<file path="config.mk">
export PLATFORM = sky130hd
export DESIGN_NAME = serial_alu_sequencer
export DESIGN_NICKNAME = d
export VERILOG_FILES = /design/src/rtl/alu_pkg.sv /design/src/rtl/full_adder_core.sv /design/src/rtl/serial_alu_sequencer.sv
export SDC_FILE = /design/constraint.sdc
export NUM_CORES = 1
export LEC_CHECK = 0
export ABC_AREA = 1
export CORE_ASPECT_RATIO = 0.9
export CORE_MARGIN = 4
export CORE_UTILIZATION = 50
export DETAILED_ROUTE_END_ITERATION = 6
export DONT_BUFFER_PORTS = 1
export GPL_TIMING_DRIVEN = 0
export SETUP_SLACK_MARGIN = 0.15
export SYNTH_ARGS = -nofsm -noshare
export SYNTH_HDL_FRONTEND = slang
export SYNTH_SLANG_ARGS = --single-unit
</file>
<file path="constraint.sdc">
create_clock -name clk -period 2.5 [get_ports clk]
set_clock_uncertainty 0.2 [all_clocks]
set_input_delay 0.625 -clock clk [delete_from_list [all_inputs] [get_ports clk]]
set_output_delay 0.625 -clock clk [all_outputs]
set_load 0.05 [all_outputs]
</file>
<file path="src/rtl/alu_pkg.sv">
// Shared types for the bit-serial ALU: sequencer state encoding and the
// ADD/SUB opcode values.
package alu_pkg;

    typedef enum logic [1:0] {
        IDLE = 2'd0,
        RUN  = 2'd1,
        DONE = 2'd2
    } state_t;

    localparam logic OP_ADD = 1'b0;
    localparam logic OP_SUB = 1'b1;

endpackage

</file>
<file path="src/rtl/full_adder_core.sv">
// Single-bit full adder; the only arithmetic element of the serial ALU.
module full_adder_core (
    input  logic in_a,
    input  logic in_b,
    input  logic in_c,
    output logic s_out,
    output logic c_out
);

    assign s_out = in_a ^ in_b ^ in_c;
    assign c_out = (in_a & in_b) | (in_a & in_c) | (in_b & in_c);

endmodule

</file>
<file path="src/rtl/serial_alu_sequencer.sv">
// Bit-serial add/subtract sequencer. One full adder is reused for every
// bit position, LSB first, one bit per clock. Subtraction is a + ~b + 1,
// so carry_out reads as "no borrow" for SUB.
module serial_alu_sequencer
    import alu_pkg::*;
#(
    parameter int WIDTH = 3
) (
    input  logic             clk,
    input  logic             rst,
    input  logic             start,
    input  logic             op,
    input  logic [WIDTH-1:0] a_in,
    input  logic [WIDTH-1:0] b_in,
    output logic             busy,
    output logic             done,
    output logic [WIDTH-1:0] result,
    output logic             carry_out,
    output logic             overflow
);

    // Bit counter width, derived from WIDTH.
    localparam int CNT_W = $clog2(WIDTH);

    state_t           r_state;
    state_t           w_state_next;

    logic [WIDTH-1:0] r_a_sh;
    logic [WIDTH-1:0] r_b_sh;
    logic [WIDTH-1:0] r_r_sh;
    logic             r_carry;
    logic [CNT_W-1:0] r_cnt;

    logic [WIDTH-1:0] r_result;
    logic             r_carry_out;
    logic             r_overflow;

    logic             w_s_out;
    logic             w_c_out;
    logic             w_last;
    logic             w_c_msb_in;
    logic [WIDTH-1:0] w_r_sh_next;

    // The shared 1-bit adder sees the current LSBs and the running carry.
    full_adder_core u_fa (
        .in_a  (r_a_sh[0]),
        .in_b  (r_b_sh[0]),
        .in_c  (r_carry),
        .s_out (w_s_out),
        .c_out (w_c_out)
    );

    // Final bit is being processed when the counter reaches WIDTH-1.
    assign w_last      = (r_state == RUN) && (r_cnt == CNT_W'(WIDTH - 1));
    // On the last bit the running carry is exactly the carry into the MSB.
    assign w_c_msb_in  = r_carry;
    assign w_r_sh_next = {w_s_out, r_r_sh[WIDTH-1:1]};

    // State register.
    always_ff @(posedge clk) begin
        if (rst) begin
            r_state <= IDLE;
        end else begin
            r_state <= w_state_next;
        end
    end

    // Next-state logic: accept start only in IDLE, DONE lasts one cycle.
    always_comb begin
        w_state_next = r_state;
        case (r_state)
            IDLE:    if (start) w_state_next = RUN;
            RUN:     if (w_last) w_state_next = DONE;
            DONE:    w_state_next = IDLE;
            default: w_state_next = IDLE;
        endcase
    end

    // Operand capture, serial shifting and carry chain.
    always_ff @(posedge clk) begin
        if (rst) begin
            r_a_sh  <= '0;
            r_b_sh  <= '0;
            r_r_sh  <= '0;
            r_carry <= 1'b0;
            r_cnt   <= '0;
        end else begin
            case (r_state)
                IDLE: begin
                    if (start) begin
                        r_a_sh  <= a_in;
                        r_b_sh  <= (op == OP_ADD) ? b_in : ~b_in;
                        r_carry <= (op == OP_ADD) ? 1'b0 : 1'b1;
                        r_cnt   <= '0;
                    end
                end
                RUN: begin
                    r_r_sh  <= w_r_sh_next;
                    r_a_sh  <= r_a_sh >> 1;
                    r_b_sh  <= r_b_sh >> 1;
                    r_carry <= w_c_out;
                    r_cnt   <= r_cnt + 1'b1;
                end
                default: ;
            endcase
        end
    end

    // Result and flags load on the final bit so they are valid during DONE
    // and then hold through idle time and the whole next operation.
    always_ff @(posedge clk) begin
        if (rst) begin
            r_result    <= '0;
            r_carry_out <= 1'b0;
            r_overflow  <= 1'b0;
        end else if (w_last) begin
            r_result    <= w_r_sh_next;
            r_carry_out <= w_c_out;
            r_overflow  <= w_c_msb_in ^ w_c_out;
        end
    end

    assign busy      = (r_state != IDLE);
    assign done      = (r_state == DONE);
    assign result    = r_result;
    assign carry_out = r_carry_out;
    assign overflow  = r_overflow;

endmodule

</file>
# == Word-level counts from Yosys, hierarchy flattened ==
# Cells that the tools add are included.
# totals
register_bits,19
latchBits,0
elab_cells,43
romBits,0
mem_count,0
ram_bits,0
in_bits,10
# classes
n_mux,13
bitwise_logic,9
n_eq_ne,5
div,0
mul,0
magnitude_cmp,0
n_addsub,1
n_reduce_logical,6
n_shift,0
# op_table
op,n
3-bit one-hot mux with 2 select lines,2
3-bit 2-to-1 mux,3
2-bit one-hot mux with 2 select lines,2
2-bit 2-to-1 mux,3
2-bit == test (second input constant),2
2-bit != test (second input constant),2
2-bit AND reduction,2
2-bit nonzero test,2
1-bit bitwise AND,3
3-bit NOT,1
1-bit bitwise XOR,3
2-bit by 1-bit adder with 2-bit output (second input constant),1
2-bit by 1-bit == test with 1-bit output (second input constant),1
2-bit zero test,1
1-bit 2-to-1 mux,2
1-bit OR,2
1-bit one-hot mux with 2 select lines,1
1-bit logical AND,1

# == Longest topological paths before layout ==
# depth
word_depth,4
depth_mapped,7

# == Cells and area by module ==
# Synthesis repeated with hierarchy kept, for this count alone.
# hier_totals
hier_cells,117
area_unflattened_um2,827.0
# modules_own_cells
mod,area_per_inst_um2,cells_per_inst,seq_area_each_um2,instances
serial_alu_sequencer,807.0,116,360.3,1
full_adder_core,20.0,1,0.0,1

# == Worst setup path after synthesis ==
# Ideal clock, no wire load.
# synth_path
path_type,register -> output
from,register r_state[1]
to,output port done
arrival_time_ps,1154
n_path_buf,0
stages_incl_launch_ff,3
setup_slack_ps,521
cell_sequence,dfxtp_1 -> inv_2 -> nor2_1
# synth_between
elab_chain_len,1
# synth_lines
element,line,rtl
"start, declared",serial_alu_sequencer.sv:25,state_t r_state;
"start signal, assigned",serial_alu_sequencer.sv:64,r_state <= w_state_next;
2-bit == test,serial_alu_sequencer.sv:124,assign done = (r_state == DONE);
"end, declared",serial_alu_sequencer.sv:16,"output logic done,"
# Every way passes these cells.

# == Final worst setup path ==
# layout_path
from,register r_state[0]
to,output port busy
# layout_between
elab_chain_len,1
# layout_lines
element,line,rtl
2-bit nonzero test,serial_alu_sequencer.sv:123,assign busy = (r_state != IDLE);
"end, declared",serial_alu_sequencer.sv:15,"output logic busy,"
# Every way passes these cells.

==> impl_metrics.json <==
{
  "synth_top_cell_area_share": 0.444,
  "syn_area_per_cell_um2": 7.19,
  "period_share": 0.852,
  "wl_met3_um": 71,
  "yosysWarnings": 0,
  "period_minus_slack_ps": 2130,
  "drv_cap": 0,
  "critPathTopFamily": "flip-flops",
  "firstDrtPassIters": 4,
  "switchingPower_w": 0.000148,
  "vias": 661,
  "crit_type": "flip-flop to output pin",
  "grt_pass1_vias": 610,
  "antenna_cells": 0,
  "drt_wl_total_um": 1570,
  "fin_cells": 139,
  "synth_edf_count": 0,
  "grt_setup_unrepaired": "false",
  "clock_sinks": 18,
  "setup_tns_ps": 0,
  "row_count": 13,
  "syn2layout_area_growth_pct": 8.17,
  "io_buffers": 0,
  "ys.flop_type": "dfxtp_1",
  "start_util": 0.543,
  "r2r-end": "r_carry",
  "grt_use_total": 0.160,
  "wire_per_inst_um": 11.3,
  "rrSetupSlack_ps": 1080,
  "yosysSeqAreaShare": 0.444,
  "holdWs_ps": 267,
  "antenna_found_initial": 0,
  "min_from": "r_r_sh[1]",
  "cts_buffer_depth": 2,
  "max-vdd-ir-drop_mv": 0.372,
  "grt_start_max_net_pins": 11,
  "drive_above_1_share": 0.111,
  "cellLeakagePower_nw": 0.416,
  "die_h_um": 46.2,
  "dr.first_iter.drc_count": 12,
  "cts_tree": "yes",
  "die_x_um": 50.5,
  "yosys-top-cells-area": "dfxtp_1, nand2_1, nor2_1, inv_1, nand3_1",
  "yosys.area.top_type": "dfxtp_1",
  "switching_share": 0.264,
  "worst_pin_slew_ps": 548,
  "cts_max_level": 1,
  "p_comb_frac": 0.117,
  "crit_chain": "nor2_1 -> inv_1",
  "yosysUniqueCellTypes": 18,
  "fmax_mhz": 470,
  "place_congestion": 0.753,
  "synth_most_common_cell": "nand2_1",
  "die_area_um2": 2330,
  "root_buffer": "clkbuf_4",
  "clk_latency_ps": 300,
  "place_ws_ps": 470,
  "core_um2": 1500,
  "critPathRequiredTime_ps": 1670,
  "ys_async_sr_fraction": 0,
  "hold_violations": 0,
  "internal_power_w": 0.000414,
  "hp-class": "flip-flop to flip-flop",
  "dp.cells": 135,
  "crit_fanout": 6,
  "setup_slack_ps": 371,
  "final_net_count": 130,
  "numCtsBuffers": 3,
  "min_path_cells": 2,
  "grt_overflow_total": 0,
  "path_buf_inv": 1,
  "hpwl_um": 1170,
  "report.final.slew_viol_count": 0,
  "clkPwrFrac": 0.321,
  "hold_end": "result[0]",
  "ys_seq_elements": 18,
  "synthCells": 113,
  "syn-num-nets": 125,
  "grt_pass1_wl_um": 2630,
  "p_per_area_nw_per_um2": 640,
  "cts.clk_slew.worst_paths_ps": 100,
  "final_core_util": 0.587,
  "ant_nets": 0,
  "wl_met1_um": 727,
  "cts_setup_buffers": 0,
  "critPathArrivalTime_ps": 1300,
  "num_io_pins": 17,
  "status": "completed",
  "max_stage_delay_ps": 390,
  "final-setup-viol-count": 0,
  "pwr-share-seq": 0.562,
  "start_kind": "flip-flop",
  "slowest_stage": "dfxtp_1",
  "cp-end-kind": "output pin",
  "netlist_area_um2": 812,
  "highest_layer": "met4",
  "reg2reg_from": "r_carry",
  "r2r_cells": 5,
  "slew_headroom": 0.634,
  "netlist_top_cells_count": "nand2_1, nor2_1, dfxtp_1, inv_1, nand3_1",
  "cts_resized": 1,
  "wl_met2_um": 730,
  "viasPerCell": 4.76,
  "cts_hold_buffers": 0,
  "drc": 0
}
==> tightest hold or removal path: stages, from the launching register on <==
cell	delay, ps
dfxtp_1	310
inv_1	60
a21oi_1	60
==> power by group through the flow <==
stage          Clock, W  Combinational [W]  Sequential (W)
2_1_floorplan         0          0.0000548        0.000320
6_report       0.000181          0.0000657        0.000316
4_1_cts        0.000189          0.0000663        0.000316
3_3_place_gp          0          0.0000646        0.000322
5_1_grt        0.000200          0.0000762        0.000318
3_5_place_dp          0          0.0000660        0.000323
==> final cells by class <==
cell class | instances | area [µm²]
fillers | 156 | 618
multi-input cells | 79 | 393
flip-flops and latches | 18 | 360
inverters | 15 | 56.3
clock buffers | 4 | 36.3
well taps | 22 | 27.5
plain buffers | 1 | 5.00
==> worst max-delay path by stage <==
stage          depth (start not counted)    to  slack (ps)  startpoint
6_report                               2  busy         370  r_state[0]
5_1_grt                                2  busy         220  r_state[0]
4_1_cts                                2  busy         340  r_state[0]
3_5_place_dp                           2  done         470  r_state[1]
3_3_place_gp                           2  done         460  r_state[1]
2_1_floorplan                          2  done         520  r_state[1]
==> cell families after synthesis <==
family / share of synthesized area
buffers and inverters: 0.0755
AOI/OAI and AO/OA: 0.0955
adders and majority gates: 0.0401
xor gates and xnor gates: 0.0216
and+or+nand+nor: 0.324
DFF: 0.444
==> state kept, by name (all words and copies together) (netlist names) <==
register,flops
r_b_sh,3
r_carry,1
r_state,2
r_r_sh,2
overflow,1
r_a_sh,3
result,3
carry_out,1
r_cnt,2
==> metrics by stage <==
step / instance area, µm² / total power [W]
6_report: 878 / 0.000562
5_1_grt: 878 / 0.000594
4_1_cts: 878 / 0.000572
3_5_place_dp: 840 / 0.000388
3_3_place_gp: 840 / 0.000387
2_1_floorplan: 812 / 0.000375
==> layer usage <==
layer / global-route usage / up-vias
li1: - / 360
met1: 0.184 / 287
met2: 0.255 / 10
met3: 0.0647 / 4
met4: 0.0968 / 0
met5: 0 / -
==> placed cells by master (no fill, tap or decap), drive strengths merged <==
cell type / netlist / layout
or2: 1 / 1
nand3: 10 / 10
ha: 1 / 1
buf: 1 / 1
a21oi: 7 / 7
clkbuf: 0 / 4
nor2: 23 / 23
dfxtp: 18 / 18
fa: 1 / 1
inv: 15 / 15
a211oi: 1 / 1
nand2: 26 / 26
xnor2: 2 / 2
o21ai: 7 / 7
Note: power is estimated with default switching activity, not from simulation.
